==> src/rtl/register_read_port_pkg.sv <==
// Shared types and constants for the GPU register read path.
package gpu_reg_pkg;

    typedef enum logic {
        IDLE  = 1'b0,
        BURST = 1'b1
    } rd_state_e;

    localparam int DEF_WIDTH    = 32;
    localparam int DEF_NUM_REGS = 8;

    localparam logic [DEF_WIDTH-1:0] RD_ZERO = '0;

endpackage

==> src/rtl/register_read_port_if.sv <==
// Host-side read request / read data bundle between the bridge and the read port.
interface register_read_port_if #(
    parameter int WIDTH   = 32,
    parameter int ADDR_W  = 3,
    parameter int BURST_W = 4
);
    logic               rd_n;
    logic [ADDR_W-1:0]  rd_addr;
    logic [BURST_W-1:0] rd_burst;
    logic               waitrequest;
    logic [WIDTH-1:0]   rd_data;
    logic               rd_valid;
    logic               rd_last;
    logic               busy;

    modport master (
        output rd_n, rd_addr, rd_burst,
        input  waitrequest, rd_data, rd_valid, rd_last, busy
    );

    modport slave (
        input  rd_n, rd_addr, rd_burst,
        output waitrequest, rd_data, rd_valid, rd_last, busy
    );
endinterface

==> src/rtl/register_snapshot.sv <==
// Shadow copy of the register bank, loaded in one cycle by a capture strobe.
// Latency: capture visible the cycle after the strobe; read port is combinational.
// Backpressure: none; capture is unconditional when strobed.
module register_snapshot
    import gpu_reg_pkg::*;
#(
    parameter int WIDTH    = DEF_WIDTH,
    parameter int NUM_REGS = DEF_NUM_REGS,
    parameter int ADDR_W   = 3
) (
    input  logic                      clk,
    input  logic                      reset,
    input  logic                      capture,
    input  logic [NUM_REGS*WIDTH-1:0] cap_data,
    input  logic [ADDR_W-1:0]         rd_idx,
    output logic [WIDTH-1:0]          rd_word
);

    logic [WIDTH-1:0] shadow [NUM_REGS];

    always_ff @(posedge clk) begin
        if (!reset) begin
            for (int i = 0; i < NUM_REGS; i++) shadow[i] <= '0;
        end else if (capture) begin
            for (int i = 0; i < NUM_REGS; i++) shadow[i] <= cap_data[i*WIDTH +: WIDTH];
        end
    end

    // Indices beyond the populated bank read as zero.
    always_comb begin
        rd_word = WIDTH'(RD_ZERO);
        for (int i = 0; i < NUM_REGS; i++) begin
            if (int'(rd_idx) == i) rd_word = shadow[i];
        end
    end

endmodule

==> src/rtl/register_read_port.sv <==
// Burst read responder over a coherent snapshot of the register bank.
// Latency: first beat one cycle after acceptance, then one beat per cycle.
// Backpressure: waitrequest high while a burst is running; no backpressure on read data.
module register_read_port
    import gpu_reg_pkg::*;
#(
    parameter int WIDTH     = DEF_WIDTH,
    parameter int NUM_REGS  = DEF_NUM_REGS,
    parameter int ADDR_W    = 3,
    parameter int BURST_W   = 4,
    parameter int MAX_BURST = 8
) (
    input  logic                      clk,
    input  logic                      reset,
    input  logic [NUM_REGS*WIDTH-1:0] regs_in,
    register_read_port_if.slave       bus
);

    rd_state_e          state_q, state_d;
    logic [ADDR_W-1:0]  ptr_q, ptr_d;
    logic [BURST_W-1:0] rem_q, rem_d;
    logic [WIDTH-1:0]   data_q, data_d;
    logic               valid_q, valid_d;
    logic               last_q, last_d;
    logic               capture;
    logic [BURST_W-1:0] req_len;
    logic [WIDTH-1:0]   live_word;
    logic [WIDTH-1:0]   shadow_word;

    register_snapshot #(
        .WIDTH    (WIDTH),
        .NUM_REGS (NUM_REGS),
        .ADDR_W   (ADDR_W)
    ) u_snapshot (
        .clk      (clk),
        .reset    (reset),
        .capture  (capture),
        .cap_data (regs_in),
        .rd_idx   (ptr_q),
        .rd_word  (shadow_word)
    );

    // Zero-length requests return one word; long ones are clamped.
    always_comb begin
        if (bus.rd_burst == '0)
            req_len = BURST_W'(1);
        else if (int'(bus.rd_burst) > MAX_BURST)
            req_len = BURST_W'(MAX_BURST);
        else
            req_len = bus.rd_burst;
    end

    // First beat comes straight from the live bank; it equals what the shadow captures.
    always_comb begin
        live_word = WIDTH'(RD_ZERO);
        for (int i = 0; i < NUM_REGS; i++) begin
            if (int'(bus.rd_addr) == i) live_word = regs_in[i*WIDTH +: WIDTH];
        end
    end

    always_comb begin
        state_d = state_q;
        ptr_d   = ptr_q;
        rem_d   = rem_q;
        data_d  = data_q;
        valid_d = 1'b0;
        last_d  = 1'b0;
        capture = 1'b0;
        case (state_q)
            IDLE: begin
                if (!bus.rd_n) begin
                    capture = 1'b1;
                    data_d  = live_word;
                    valid_d = 1'b1;
                    last_d  = (req_len == BURST_W'(1));
                    ptr_d   = bus.rd_addr + ADDR_W'(1);
                    rem_d   = req_len - BURST_W'(1);
                    if (req_len != BURST_W'(1)) state_d = BURST;
                end
            end
            BURST: begin
                data_d  = shadow_word;
                valid_d = 1'b1;
                ptr_d   = ptr_q + ADDR_W'(1);
                rem_d   = rem_q - BURST_W'(1);
                if (rem_q == BURST_W'(1)) begin
                    last_d  = 1'b1;
                    state_d = IDLE;
                end
            end
            default: state_d = IDLE;
        endcase
    end

    always_ff @(posedge clk) begin
        if (!reset) begin
            state_q <= IDLE;
            ptr_q   <= '0;
            rem_q   <= '0;
            data_q  <= '0;
            valid_q <= 1'b0;
            last_q  <= 1'b0;
        end else begin
            state_q <= state_d;
            ptr_q   <= ptr_d;
            rem_q   <= rem_d;
            data_q  <= data_d;
            valid_q <= valid_d;
            last_q  <= last_d;
        end
    end

    // waitrequest falls in the cycle the last beat is presented, allowing gap-free chaining.
    assign bus.waitrequest = (state_q == BURST);
    assign bus.busy        = (state_q == BURST);
    assign bus.rd_data     = data_q;
    assign bus.rd_valid    = valid_q;
    assign bus.rd_last     = last_q;

endmodule

==> src/flat_wrapper.sv <==
// flat-port wrapper written by rule: the top's interface ports become plain ports
module register_read_port_flat import gpu_reg_pkg::*;
#(
    parameter int WIDTH     = DEF_WIDTH,
    parameter int NUM_REGS  = DEF_NUM_REGS,
    parameter int ADDR_W    = 3,
    parameter int BURST_W   = 4,
    parameter int MAX_BURST = 8
)
  (clk, reset, regs_in, bus_rd_n, bus_rd_addr, bus_rd_burst, bus_waitrequest, bus_rd_data, bus_rd_valid, bus_rd_last, bus_busy);
  register_read_port_if #(.WIDTH(WIDTH), .ADDR_W(ADDR_W), .BURST_W(BURST_W)) bus_i ();
  input  logic clk;
  input  logic reset;
  input  logic [NUM_REGS*WIDTH-1:0] regs_in;
  input wire logic [$bits(bus_i.rd_n)-1:0] bus_rd_n;
  input wire logic [$bits(bus_i.rd_addr)-1:0] bus_rd_addr;
  input wire logic [$bits(bus_i.rd_burst)-1:0] bus_rd_burst;
  output wire logic [$bits(bus_i.waitrequest)-1:0] bus_waitrequest;
  output wire logic [$bits(bus_i.rd_data)-1:0] bus_rd_data;
  output wire logic [$bits(bus_i.rd_valid)-1:0] bus_rd_valid;
  output wire logic [$bits(bus_i.rd_last)-1:0] bus_rd_last;
  output wire logic [$bits(bus_i.busy)-1:0] bus_busy;
  assign bus_i.rd_n = bus_rd_n;
  assign bus_i.rd_addr = bus_rd_addr;
  assign bus_i.rd_burst = bus_rd_burst;
  assign bus_waitrequest = bus_i.waitrequest;
  assign bus_rd_data = bus_i.rd_data;
  assign bus_rd_valid = bus_i.rd_valid;
  assign bus_rd_last = bus_i.rd_last;
  assign bus_busy = bus_i.busy;
  register_read_port #(.WIDTH(WIDTH), .NUM_REGS(NUM_REGS), .ADDR_W(ADDR_W), .BURST_W(BURST_W), .MAX_BURST(MAX_BURST)) u_core (.clk(clk), .reset(reset), .regs_in(regs_in), .bus(bus_i));
endmodule
==> config.mk <==
export PLATFORM = sky130hd
export DESIGN_NAME = register_read_port_flat
export DESIGN_NICKNAME = d
export VERILOG_FILES = /design/src/rtl/register_read_port_pkg.sv /design/src/rtl/register_read_port_if.sv /design/src/rtl/register_snapshot.sv /design/src/rtl/register_read_port.sv /design/src/flat_wrapper.sv
export SDC_FILE = /design/constraint.sdc
export NUM_CORES = 1
export LEC_CHECK = 0
export BUFFER_PORTS_ARGS = -buffer_cell sky130_fd_sc_hd__buf_2
export CORE_MARGIN = 3
export CORE_UTILIZATION = 25
export CTS_BUF_LIST = sky130_fd_sc_hd__clkbuf_8
export CTS_CLUSTER_SIZE = 10
export DETAILED_ROUTE_END_ITERATION = 7
export PLACE_DENSITY_LB_ADDON = 0.1
export SYNTH_ARGS = -nofsm -noshare
export SYNTH_HDL_FRONTEND = slang
export SYNTH_SLANG_ARGS = --single-unit
==> constraint.sdc <==
create_clock -name clk -period 22.9 [get_ports clk]
set_input_delay 0 -clock clk [delete_from_list [all_inputs] [get_ports clk]]
set_output_delay 0 -clock clk [all_outputs]
set_load 0.05 [all_outputs]
* Word level (Yosys, flattened, before mapping)
Memories as Yosys holds them, arrays and structs flattened.
Cells that the tools add are included.
Widths: inputs -> output; s select.
** Storage, ports and cells
- Register bits after elaboration :: 42
- Bits in writable memories :: 256
- Input port bits :: 266
- Output and inout port bits :: 36
- Word-level logic and storage cells :: 88
- Memories :: 1
** Operators by class
- Add/sub/neg operators :: 4
- Order comparisons :: 1
- Equality and inequality tests :: 18
- Multiplexer cells :: 46
- Bitwise logic cells :: 9
- Reductions and logical operators :: 3
** Memory list
- u_core.u_snapshot.shadow :: words 8, width 32, rd ports 8, clocked after memory_dff 0, write ports 8, line register_snapshot.sv:19 : logic [WIDTH-1:0] shadow [NUM_REGS];
** Operators with widths (number)
- $mux 32 :: 25
- $pmux 32 s2 :: 1
- $eq 3x3->1 const B :: 8
- $eq 3x2->1 const B :: 4
- $mux 4 :: 3
- $mux 1 :: 11
- $eq 4x1->1 const B :: 2
- $or 1x1->1 :: 8
- $pmux 4 s2 :: 1
- $sub 4x1->4 const B :: 2
- $add 3x1->3 const B :: 2
- $eq 3x1->1 const B :: 2
- $logic_not 3->1 :: 2
- $pmux 1 s2 :: 3
- $pmux 3 s2 :: 1
- $gt 4x4->1 const B :: 1
- $logic_not 4->1 :: 1
- $ne 4x1->1 const B :: 1
- $mux 3 :: 1
- $ne 2x2->1 const B :: 1
- $not 1->1 :: 1

* Depth between registers and ports, before layout
- Depth in word-level cells :: 11
- Depth in mapped cells :: 10
- Depth with buffers taken out :: 8

* Cells and area by module
From an unflattened synthesis, not the netlist that was laid out.
** Second synthesis, totals
- Cell total of the unflattened synthesis :: 1535
- Area total of the unflattened synthesis :: 17364.2 um^2
** By module, submodules not included
- register_snapshot :: times used 1, cells each 896, area each 12464.5 um^2, seq. area each 7687.4 um^2
- register_read_port :: times used 1, cells each 639, area each 4899.7 um^2, seq. area each 840.8 um^2

* Worst setup path before layout
OpenSTA, ideal clock, no wires.
- Path kind :: reg2reg
- From :: reg u_core.state_q (netlist: u_core.bus.busy)
- To :: mem u_core.u_snapshot.shadow[0][0] (enable)
- Setup time :: 1.228 ns
- Arrival :: 18.837 ns
- Data required time :: 21.672 ns
- Path slack :: 2.835 ns
- Cell stages (with the launch flop) :: 4
- Buffers on the path :: 2
- Period minus slack after synthesis :: 20.065 ns
- Path through :: dfxtp_1 clkbuf_1 clkbuf_1 o21ai_0
** RTL lines
- start: declaration :: line register_read_port.sv:19 : rd_state_e state_q, state_d;
- start signal: assignment :: line register_read_port.sv:104 : state_q <= state_d;
- end: declaration :: line register_snapshot.sv:19

* Worst setup path after layout
- From :: reg u_core.ptr_q[0]
- To :: reg u_core.data_q[22] (netlist: u_core.bus.rd_data[22])
** Between the ends
- Word-level cells in the longest chain between the ends :: 10
- Elaborated cells on any way between the ends :: 17
- Classes of those cells :: 7 x eq/ne; 9 x mux; 1 x reduce/logical
** Ends and longest elaborated chain
- start: declaration :: line register_read_port.sv:20 : logic [ADDR_W-1:0] ptr_q, ptr_d;
- start signal: assignment :: line register_read_port.sv:105 : ptr_q <= ptr_d;
- $logic_not 3->1 :: line register_snapshot.sv:33 : if (int'(rd_idx) == i) rd_word = shadow[i];
- $mux 32 (7 in series) :: line register_snapshot.sv:33
- $mux 32 * :: line register_snapshot.sv:33
- $pmux 32 s2 * :: line register_read_port.sv:69 : case (state_q)
- end signal: assignment :: line register_read_port.sv:107 : data_q <= data_d;
- end: declaration :: line register_read_port.sv:22 : logic [WIDTH-1:0] data_q, data_d;
Mark *: on every way between the ends. The rest lies on a longest branch, timed or not.
A chain may end at the register's enable or synchronous reset.

==> impl_metrics.tcl <==
set metrics [dict create \
    final_common_cell "buf_2" \
    cts_tree "done" \
    post_synth_num_cell_types 49 \
    worstSetupEndpointType "flip-flop" \
    p_switching_uw 409 \
    grt_overflow_total 0 \
    multi_input_area_sq_um 6750 \
    synth_top_area_share_pct 48.5 \
    die_w_um 258 \
    clock-sinks 298 \
    p_leak_uw 0.00868 \
    via_count 12250 \
    fin_crit_sh_pct 12.7 \
    setup_viol_count_final 0 \
    nets 2046 \
    synth_area_leaders "edfxtp_1 49%, and2_1 9.4%, dfxtp_1 5.3%" \
    drt-initial-drc-count 595 \
    place.gp.congestion 0.772 \
    yosys_warnings 0 \
    synth_top_area_cell "edfxtp_1" \
    avgViaCountPerCell 4.61 \
    final_cell_mix "298 x buf_2, 264 x dlygate4sd3_1, 256 x edfxtp_1" \
    crit_fanout 52 \
    synth_edf_count 256 \
    cts_buffer_depth 3 \
    yosys_register_bits 298 \
    insertion_delay_ns 0.64 \
    antenna_left 0 \
    wl_per_cell_um 21.4 \
    syn_avg_cell_area_sq_um 12.7 \
    regArea_sq_um 8540 \
    netlist_area_sq_um 15800 \
    clkSlewWorstSetupHoldPaths_ns 0.06 \
    io_pins 302 \
    required_ns 23.41 \
    dieArea_sq_um 66400 \
    dp_hpwl_mm 34.9 \
    antenna_found_initial 2 \
    hold_class "input pin to flip-flop" \
    std_cell_rows 91 \
    wirelength_mm 56.8 \
    async_flop_share_pct 0 \
    grt_max_degree 187 \
    syn_to_final_growth_pct 37.1 \
    relSlewSlack_pct 28.0 \
    fmax_mhz 343 \
    p_clk_share_pct 33.1 \
    p_seq_share_pct 47.3 \
    grt_use_total_pct 16.8 \
    fillers 6270 \
    slew_viol_final 0 \
    initial_utilization_pct 25.5 \
    yosysSeqAreaShare_pct 53.9 \
    status "completed" \
    drive_gt1_share_pct 26.4 \
    final_cells 2656 \
    setup_tns_ns 0 \
    skew_ns 0.0172 \
    numCtsBuffers 55 \
    grt_setup_unrepaired "no" \
    tightest_slew_ns 1.08 \
    switching_share_pct 29.0 \
    htreeDepth 2 \
    critPathLaunchType "flip-flop" \
    numPortBuffers 301 \
    p_int_uw 1000 \
    synth_flop_cell "edfxtp_1" \
    synth_cells 1244 \
    final.min_clock_period_ns 2.92 \
    clockRootBuffer "clkbuf_8" \
    critPathKind "flip-flop to flip-flop" \
    grt_pass1_vias 13270 \
    hold_violations 0 \
    cp.arrival_ns 3.43 \
    grt_pass1_wl_mm 83.9 \
    maxCapViolations 0 \
    dp_cells 2291 \
    core_sq_um 62200 \
    syn-num-nets 1515 \
    drc_errors 0 \
    die_h_um 258 \
    cts-resized-gates 0 \
    power_frac_comb_pct 19.7 \
    p_per_area_nw_per_um2 65.0 \
    ir_drop_mv 0.0360 \
    dr.pass1.iters 5 \
]
==> synth_stat cells (2+ instances only) <==
| cell | count |
|---|---|
| o22ai_1 | 11 |
| buf_2 | 22 |
| edfxtp_1 | 256 |
| nor2_1 | 52 |
| ha_1 | 5 |
| dfxtp_1 | 42 |
| a221oi_1 | 2 |
| mux2_2 | 52 |
| and2_1 | 238 |
| o221ai_1 | 24 |
| a32oi_1 | 4 |
| mux2i_1 | 69 |
| o21ai_0 | 61 |
| mux4_1 | 30 |
| and3_1 | 9 |
| o211ai_1 | 21 |
| mux4_2 | 32 |
| nand2b_1 | 27 |
| inv_1 | 24 |
| a31oi_1 | 23 |
| nor3_1 | 4 |
| o32ai_1 | 3 |
| buf_4 | 3 |
| a21oi_1 | 37 |
| nor2b_1 | 9 |
| a22o_1 | 8 |
| a21boi_0 | 8 |
| buf_6 | 5 |
| nand3b_1 | 9 |
| clkbuf_1 | 68 |
| nand3_1 | 4 |
| buf_1 | 9 |
| a22oi_1 | 19 |
| a221o_1 | 18 |
| nand2_1 | 20 |
| a211oi_1 | 3 |
==> metal layers <==
metal / up-vias / global-route usage [%] / share of wire, %
li1: 5804 / - / -
met1: 6026 / 22.7 / 45
met2: 336 / 28.0 / 48
met3: 82 / 2.62 / 4.8
met4: 2 / 4.62 / 1.9
met5: - / 0 / 0.023
==> power by group through the flow <==
| stage | sequential, uW | combinational [uW] | clock (uW) |
|---|---|---|---|
| 3_3_place_gp | 680 | 245 | 0 |
| 6_report | 667 | 278 | 467 |
| 3_5_place_dp | 679 | 246 | 0 |
| 2_1_floorplan | 709 | 140 | 0 |
| 5_1_grt | 672 | 302 | 509 |
| 4_1_cts | 668 | 282 | 490 |
==> worst paths after layout <==
path / startpoint / endpoint / slack [ns] / cells past startpoint
worst max-delay path: u_core.ptr_q[0]$_SDFFE_PN0P_ / u_core.bus.rd_data[22]$_SDFFE_PN0P_ / 19.98 / 4
worst min-delay path: reset / u_core.bus.rd_data[28]$_SDFFE_PN0P_ / 0.11 / 4
worst max register to register: u_core.ptr_q[0]$_SDFFE_PN0P_ / u_core.bus.rd_data[22]$_SDFFE_PN0P_ / 19.98 / 4
worst min register to register: u_core.bus.rd_data[30]$_SDFFE_PN0P_ / u_core.bus.rd_data[30]$_SDFFE_PN0P_ / 0.47 / 2
==> final cells by class <==
| class | count | share of cell area, % |
|---|---|---|
| multi-input cells | 813 | 31.1 |
| flip-flops and latches | 298 | 39.3 |
| repair buffers | 582 | 19.8 |
| clock inverters | 42 | 0.813 |
| diodes | 1 | 0.0115 |
| inverters | 25 | 0.432 |
| well taps | 837 | 4.82 |
| clock buffers | 58 | 3.68 |
==> metrics by stage <==
stage               setup WS [ns]  area [sq um]  total power [uW]  utilization (%)  hold WS [ns]
global route                19.80         21700              1480             34.9         0.114
floorplan                    2.84         15800               850                -         0.198
detailed placement          19.76         18100               925             29.1         0.295
CTS                         19.91         21700              1440             34.9        0.0578
global placement            19.80         18100               924             29.1         0.300
finish                      19.98         21700              1410             34.9         0.111
==> cell families (layout without fill, tap and decap cells) <==
logic type | Yosys count | count (layout) | share of synthesized area, %
AND/OR/NAND/NOR | 376 | 376 | 13.8
flip-flops | 298 | 298 | 53.9
AO/OA/AOI/OAI | 247 | 247 | 10.5
multiplexers | 183 | 183 | 17.6
buffers and inverters | 133 | 707 | 3.74
adder cells (fa/ha/maj) | 5 | 5 | 0.395
XOR/XNOR | 2 | 2 | 0.111
other | 0 | 1 | 0
==> worst max-delay path, stage by stage, from the launching register on <==
cell and delay (ns):
dfxtp_4 0.77, buf_4 0.76, mux4_1 0.65, mux2_2 0.28, a221o_1 0.29
==> flip-flops by register name, summed over array words and instances (netlist names) <==
| name | cells |
|---|---|
| u_core.rem_q | 4 |
| u_core.bus.busy | 1 |
| u_core.u_snapshot.shadow | 256 |
| u_core.bus.rd_data | 32 |
| u_core.bus.rd_valid | 1 |
| u_core.bus.rd_last | 1 |
| u_core.ptr_q | 3 |
==> timing repair <==
action / CTS / global route
setup endpoints to repair: 0 / 0
buffers inserted: 0 / 0
hold buffers: 264 / 0
hold endpoints to repair: 295 / 0
No activity file was read; power rests on OpenSTA's default activity.
